[src/rtl/upconvert_mixer.sv]
// upconvert_mixer: real passband sample Re{x*NCO} = I*C - Q*S using one time-shared 18x18 multiplier.
// Optional macro DROP_COUNT_EN adds opDropCount (ignored-while-busy samples) and opSatFlag (sticky clamp).
package upconvert_mixer_pkg;
    typedef struct packed {
        logic signed [17:0] I;
        logic signed [17:0] Q;
        logic               Valid;
    } COMPLEX_STREAM;

    typedef struct packed {
        logic signed [15:0] Data;
        logic               Valid;
    } DATA_STREAM;
endpackage

module upconvert_mixer
    import upconvert_mixer_pkg::*;
#(
    parameter int SHIFT = 18
) (
    input  logic          ipClk,
    input  logic          ipReset,
    input  COMPLEX_STREAM ipInput,
    input  COMPLEX_STREAM ipNCO,
    output DATA_STREAM    opOutput,
    output logic          opBusy
`ifdef DROP_COUNT_EN
    ,
    output logic [15:0]   opDropCount,
    output logic          opSatFlag
`endif
);

    typedef enum logic [1:0] {Idle, MulQ, Sub, Done} StateT;

    localparam logic signed [37:0] RoundHalf = 38'sd1 <<< (SHIFT - 1);

    StateT              state;
    StateT              nextState;
    logic               busyReg;
    DATA_STREAM         outReg;
    logic signed [17:0] latQ;
    logic signed [17:0] latNcoQ;
    logic signed [17:0] mulA;
    logic signed [17:0] mulB;
    logic signed [35:0] mulResult;
    logic signed [35:0] prod;
    logic signed [36:0] acc;
    logic signed [37:0] rounded;
    logic signed [37:0] shifted;
    logic signed [15:0] satData;
    logic               satClamp;
    logic               unusedNcoValid;

    assign unusedNcoValid = ipNCO.Valid;
    assign opOutput       = outReg;
    assign opBusy         = busyReg;

    // State register; busy is registered from the next state so it tracks State != Idle.
    always_ff @(posedge ipClk or posedge ipReset) begin
        if (ipReset) begin
            state   <= Idle;
            busyReg <= 1'b0;
        end else begin
            state   <= nextState;
            busyReg <= (nextState != Idle);
        end
    end

    // Next-state decode; an unreachable encoding falls back to Idle.
    always_comb begin
        nextState = Idle;
        case (state)
            Idle: begin
                if (ipInput.Valid) begin
                    nextState = MulQ;
                end else begin
                    nextState = Idle;
                end
            end
            MulQ:    nextState = Sub;
            Sub:     nextState = Done;
            Done:    nextState = Idle;
            default: nextState = Idle;
        endcase
    end

    // Shared multiplier: I*C straight from the inputs when accepting, latched Q*S afterwards.
    always_comb begin
        mulA = 18'sd0;
        mulB = 18'sd0;
        if (state == Idle) begin
            mulA = ipInput.I;
            mulB = ipNCO.I;
        end else begin
            mulA = latQ;
            mulB = latNcoQ;
        end
        mulResult = mulA * mulB;
    end

    // Round half up in a 38-bit intermediate, arithmetic shift, then clamp to 16 bits.
    always_comb begin
        rounded  = $signed({acc[36], acc}) + RoundHalf;
        shifted  = rounded >>> SHIFT;
        satData  = 16'sd0;
        satClamp = 1'b0;
        if (shifted > 38'sd32767) begin
            satData  = 16'sh7FFF;
            satClamp = 1'b1;
        end else if (shifted < -38'sd32768) begin
            satData  = 16'sh8000;
            satClamp = 1'b1;
        end else begin
            satData  = shifted[15:0];
            satClamp = 1'b0;
        end
    end

    // Datapath and output registers sequenced by the FSM.
    always_ff @(posedge ipClk or posedge ipReset) begin
        if (ipReset) begin
            outReg  <= '0;
            latQ    <= 18'sd0;
            latNcoQ <= 18'sd0;
            prod    <= 36'sd0;
            acc     <= 37'sd0;
        end else begin
            case (state)
                Idle: begin
                    outReg.Valid <= 1'b0;
                    if (ipInput.Valid) begin
                        latQ    <= ipInput.Q;
                        latNcoQ <= ipNCO.Q;
                        prod    <= mulResult;
                    end
                end
                MulQ: begin
                    acc  <= $signed({prod[35], prod});
                    prod <= mulResult;
                end
                Sub: begin
                    acc <= acc - $signed({prod[35], prod});
                end
                Done: begin
                    outReg.Data  <= satData;
                    outReg.Valid <= 1'b1;
                end
                default: begin
                    outReg.Valid <= 1'b0;
                end
            endcase
        end
    end

`ifdef DROP_COUNT_EN
    logic [15:0] dropCountReg;
    logic        satFlagReg;

    assign opDropCount = dropCountReg;
    assign opSatFlag   = satFlagReg;

    // Saturating count of samples offered while busy, plus sticky clamp flag.
    always_ff @(posedge ipClk or posedge ipReset) begin
        if (ipReset) begin
            dropCountReg <= 16'd0;
            satFlagReg   <= 1'b0;
        end else begin
            if (ipInput.Valid && (state != Idle) && (dropCountReg != 16'hFFFF)) begin
                dropCountReg <= dropCountReg + 16'd1;
            end
            if ((state == Done) && satClamp) begin
                satFlagReg <= 1'b1;
            end
        end
    end
`endif

endmodule

[config.mk]
export PLATFORM = sky130hd
export DESIGN_NAME = upconvert_mixer
export DESIGN_NICKNAME = d
export VERILOG_FILES = /design/src/rtl/upconvert_mixer.sv
export SDC_FILE = /design/constraint.sdc
export NUM_CORES = 1
export LEC_CHECK = 0
export CAP_MARGIN = 20
export CORE_MARGIN = 5
export CORE_UTILIZATION = 25
export CTS_BUF_LIST = sky130_fd_sc_hd__clkbuf_4 sky130_fd_sc_hd__clkbuf_8
export CTS_CLUSTER_DIAMETER = 150
export CTS_CLUSTER_SIZE = 10
export DETAILED_ROUTE_END_ITERATION = 8
export PLACE_DENSITY = 0.45
export RECOVER_POWER = 50
export SLEW_MARGIN = 10
export SYNTH_ARGS = -nofsm -noshare
export SYNTH_HDL_FRONTEND = slang
export SYNTH_SLANG_ARGS = --single-unit
[constraint.sdc]
create_clock -name ipClk -period 17.6 [get_ports ipClk]
set_input_delay 1.76 -clock ipClk [delete_from_list [all_inputs] [get_ports ipClk]]
set_output_delay 1.76 -clock ipClk [all_outputs]
set_load 0.03 [all_outputs]
# == After elaboration in Yosys (flattened, before gate mapping) ==
# Index checks and enable logic that the tools add are counted.
# Widths: inputs -> output; s select.
# totals
register_bits,129
word_cells,34
output_inout_bits,18
inputBits,76
# op_classes
mux,10
mul,1
addsub,2
eq_ne,4
reduce_logical,7
n_lt_le_gt_ge,2
# op_table
op,count
$pmux 37 s2,1
$pmux 36 s2,1
$add 37x19->38 const B,1
$sub 37x36->37,1
$mul 18x18->36,1
$mux 18,2
$mux 36,1
$mux 16,2
$gt 20x16->1 const B,1
$lt 20x16->1 const B,1
$pmux 2 s4,1
$reduce_bool 2->1,4
$eq 2x2->1 const B,2
$reduce_and 2->1,2
$eq 2x1->1 const B,1
$logic_not 2->1,1
$ne 2x2->1 const B,1
$pmux 1 s2,1
$mux 1,1

# == Longest topological paths before layout ==
# depth
ltp_word,5
ltp_mapped,31
ltp_nobuf,28

# == Least setup slack after synthesis ==
# Ideal clock, no wire load.
# synth_path
path_kind,input port to flip-flop
from,input port ipNCO[25] (netlist name)
to,register prod[33]
setup_ns,0.133
cell_stages,24
slack_ns,9.668
t_arrival_ns,7.799
n_path_buf,1
t_required_ns,17.467
path_cell_list,mux2i_1 > clkbuf_1 > nor2_1 > fa_1 > inv_1 > fa_1 > fa_1 > inv_1 > fa_1 > fa_1 > inv_1 > fa_1 > inv_1 > ha_1 > a21o_1 > a21oi_2 > o211ai_1 > a211oi_2 > nand2_1 > o21a_1 > a221o_1 > o41ai_2 > xor2_1 > o21ai_1
# synth_via
elab_chain_len,4
# synth_lines
item,line_no,rtl
start: declaration,24,"input COMPLEX_STREAM ipNCO,"
$mux 18 (*),92,if (state == Idle) begin
$mul 18x18->36 (*),99,mulResult = mulA * mulB;
$mux 36,132,if (ipInput.Valid) begin
$pmux 36 s2 (*),129,case (state)
end signal: assignment,135,prod <= mulResult;
end signal: assignment,140,prod <= mulResult;
end: declaration,47,logic signed [35:0] prod;
# Every way passes the cells marked *; elsewhere a longest branch is shown, timed or not. The select of a mux whose other input is x is not followed.
# A chain may end at the register's enable or synchronous reset.

# == Final worst setup path ==
# layout_path
from,register state[0]
to,register prod[35]
# layout_via
elab_chain_len,5
word_cells_on_any_way,10
# layout_lines
item,line_no,rtl
start: declaration,38,StateT state;
start signal: assignment,62,state <= Idle;
start signal: assignment,65,state <= nextState;
$logic_not 2->1,"92, 129",
$mux 18,92,
$mul 18x18->36,99,
$mux 36,132,
$pmux 36 s2,129,
# Parallel ways exist; a longest one is shown, timed or not. The select of a mux whose other input is x is not followed.

==> results.ini <==
[run_status]
status=complete, but fails checks
violations=capacitance limit, slew limit

[critical_path]
cp-start-kind=flip-flop
ff2ff_path_depth=25
end_kind=flip-flop
r2r-end=prod[35]$_DFFE_PP0P_
crit_fanout=39
cpPeakStageDelay_ns=1.58
critPathLaunch=state[0]$_DFF_PP0_
rrSetupSlack_ns=7.42
cp_slowest_cell=ha_1
crit_type=flip-flop to flip-flop
reg2reg_from=state[0]$_DFF_PP0_
cp.arrival_ns=10.55
required_ns=17.97

[detailed_routing]
drt_iter0_markers=745
vias=14587
via_per_inst=4.47
drc=0
routed_wirelength_microns=57700
routedWlPerCell_microns=17.7
antenna_left=0
firstDrtPassIters=5

[clock_network]
numCtsBuffers=17
cts_sinks=129
clockBufferDepth=2
clk_pin_slew_ns=0.09
postCtsHoldBufs=0
cts_tree=yes
insertion_delay_ns=0.54
cts-root-buf=clkbuf_8
cts_resized=0
cts_htree_levels=4
postCtsSetupRepairBufs=0

[finish]
layout_common_cells=inv_1 (424), fa_1 (330), nor2_1 (250), nand2_1 (202), ha_1 (133)
multi_input_area_sq_mm=0.0146
syn_to_final_growth_pct=13.5
drive_gt1_share_pct=7.73
nFillCells=8418
layout_commonest_cell=inv_1
final-seq-area_sq_mm=0.00323
final_nets=2751
num_antenna_cells=0
fin_util_pct=28.6

[timing]
setup_violations=0
rsz0062_at_grt=no
holdWs_ns=0.483
setup_slack_ns=7.42
fin_setup_tns_ns=0
fin_crit_sh_pct=57.8
fmax_ghz=0.0982
worst_pin_slew_ns=3.31
finalWorstPathRequiredPeriod_ns=10.18
maxSlewViolCount=211
finalClockSkew_ns=0.0277
hold_viol=0
slew_headroom_pct=-122

[logic_synthesis]
synth_top_family_by_area=adder cells
synth-main-ff-cell=dfrtp_1
synthMuxAreaShare_pct=6.92
seq_area_frac_synth_pct=16.5
synth_fp_nets=2670
synthXorXnorAreaFrac_pct=3.53
synth.largest_area_cell=fa_1
synth_area_sq_mm=0.0196
async_flop_share_pct=100
synth_edf_count=0
synth_fa_ha_area_share_pct=42.3
synth_top_area_share_pct=33.7
syn_avg_cell_area_sq_um=9.19
yosysWarningCount=0
synth_compound_area_share_pct=9.55
synth_cell_type_count=67
yosys.area_share.simple_pct=11.8
synth_cells=2130
synth.ff_latch_count=129
synth.area.top_cells=fa_1 (34%), dfrtp_1 (16%), ha_1 (8.6%)

[place]
place_ws_ns=7.80
dp_hpwl_microns=46500
port_buffers=92
gp_congestion=0.853

[hold_path]
hold_path.class=flip-flop to flip-flop
hold_path_startpoint=opOutput[2]$_DFFE_PP0P_
holdPathStages=1
min_to=opOutput[2]$_DFFE_PP0P_

[grt]
track_usage_pct=13.9
grt_pass1_wl_microns=91400
top_usage_layer=met2
grt_use_met3_pct=3.79
antenna_found_initial=2
overflow=0
use_met1_pct=19.6
grt_pass1_vias=15716
use_met2_pct=21.4
grt_max_degree=79

[floorplan]
coreArea_sq_mm=0.0776
die-height_microns=290
start_util_pct=25.2
dieWidth_microns=290
rows=102
die-area_sq_mm=0.0840
ios=94

[flow_run]
max-cap-violations=4

cell type report:
| cell class | instances | share of cell area [%] |
|---|---|---|
| sequential | 129 | 14.5 |
| multi-input combinational | 1515 | 65.6 |
| tap | 1040 | 5.85 |
| timing repair buffer | 123 | 5.19 |
| clock buffer | 19 | 1.12 |
| inverter | 425 | 7.18 |
| clock inverter | 13 | 0.478 |
logic make-up (layout without fill, tap and decap cells):
logic type / count (synthesis) / in the layout
simple gates: 553 / 553
buf+inv: 486 / 580
fa+ha+maj: 464 / 464
compound gates: 293 / 293
flops: 129 / 129
mux: 126 / 126
xor+xnor: 79 / 79
synthesized netlist by cell type (10+ instances only):
cell and instances:
ha_1 134, o211ai_1 17, xnor2_1 49, o21ai_0 65, inv_1 425, and3_1 13, or2_2 10, o21a_1 20
dfrtp_1 129, mux2_2 75, nand3_1 16, a21oi_1 90, nand2b_1 18, mux2i_1 51, nand2_1 203, fa_1 330
clkbuf_1 53, a21o_1 30, nor2_1 250, xor2_1 30
worst max-delay path by stage:
stage	to
after detailed placement	prod[33]$_DFFE_PP0P_
after global placement	prod[34]$_DFFE_PP0P_
after floorplan	prod[33]$_DFFE_PP0P_
final	prod[35]$_DFFE_PP0P_
after CTS	prod[33]$_DFFE_PP0P_
after global routing	prod[34]$_DFFE_PP0P_
metrics by stage:
step                      instance area, sq um  std cells
final                                    22200       3264
after global routing                     22200       3264
after CTS                                22200       3261
after detailed placement                 21900       3229
after global placement                   21900       3229
after floorplan                          19600       2130
registers in the layout (all words and copies together), names as in the netlist:
| register | flops |
|---|---|
| prod | 36 |
| latQ | 18 |
| acc | 37 |
| state | 2 |
| latNcoQ | 18 |
| opBusy | 1 |
| opOutput | 17 |
routing by layer:
metal  up-vias  routed length, microns
met5         -                       0
met4         0                    1090
met3        55                    3880
met2       354                   25200
met1      7335                   27500
li1       6843                       -
worst max-delay path: cells and delay by family (launching register included):
| kind | cells | cell delay, ns |
|---|---|---|
| AO/OA/AOI/OAI | 5 | 1.46 |
| XOR/XNOR | 1 | 0.29 |
| adder cells (fa/ha/maj) | 8 | 5.11 |
| buffers and inverters | 7 | 1.12 |
| flip-flops | 1 | 0.42 |
| multiplexers | 1 | 0.97 |
| AND/OR/NAND/NOR | 3 | 0.61 |
Power is not shown: default switching activity piles up to over one toggle a cycle in this logic, so the estimate is an artifact.
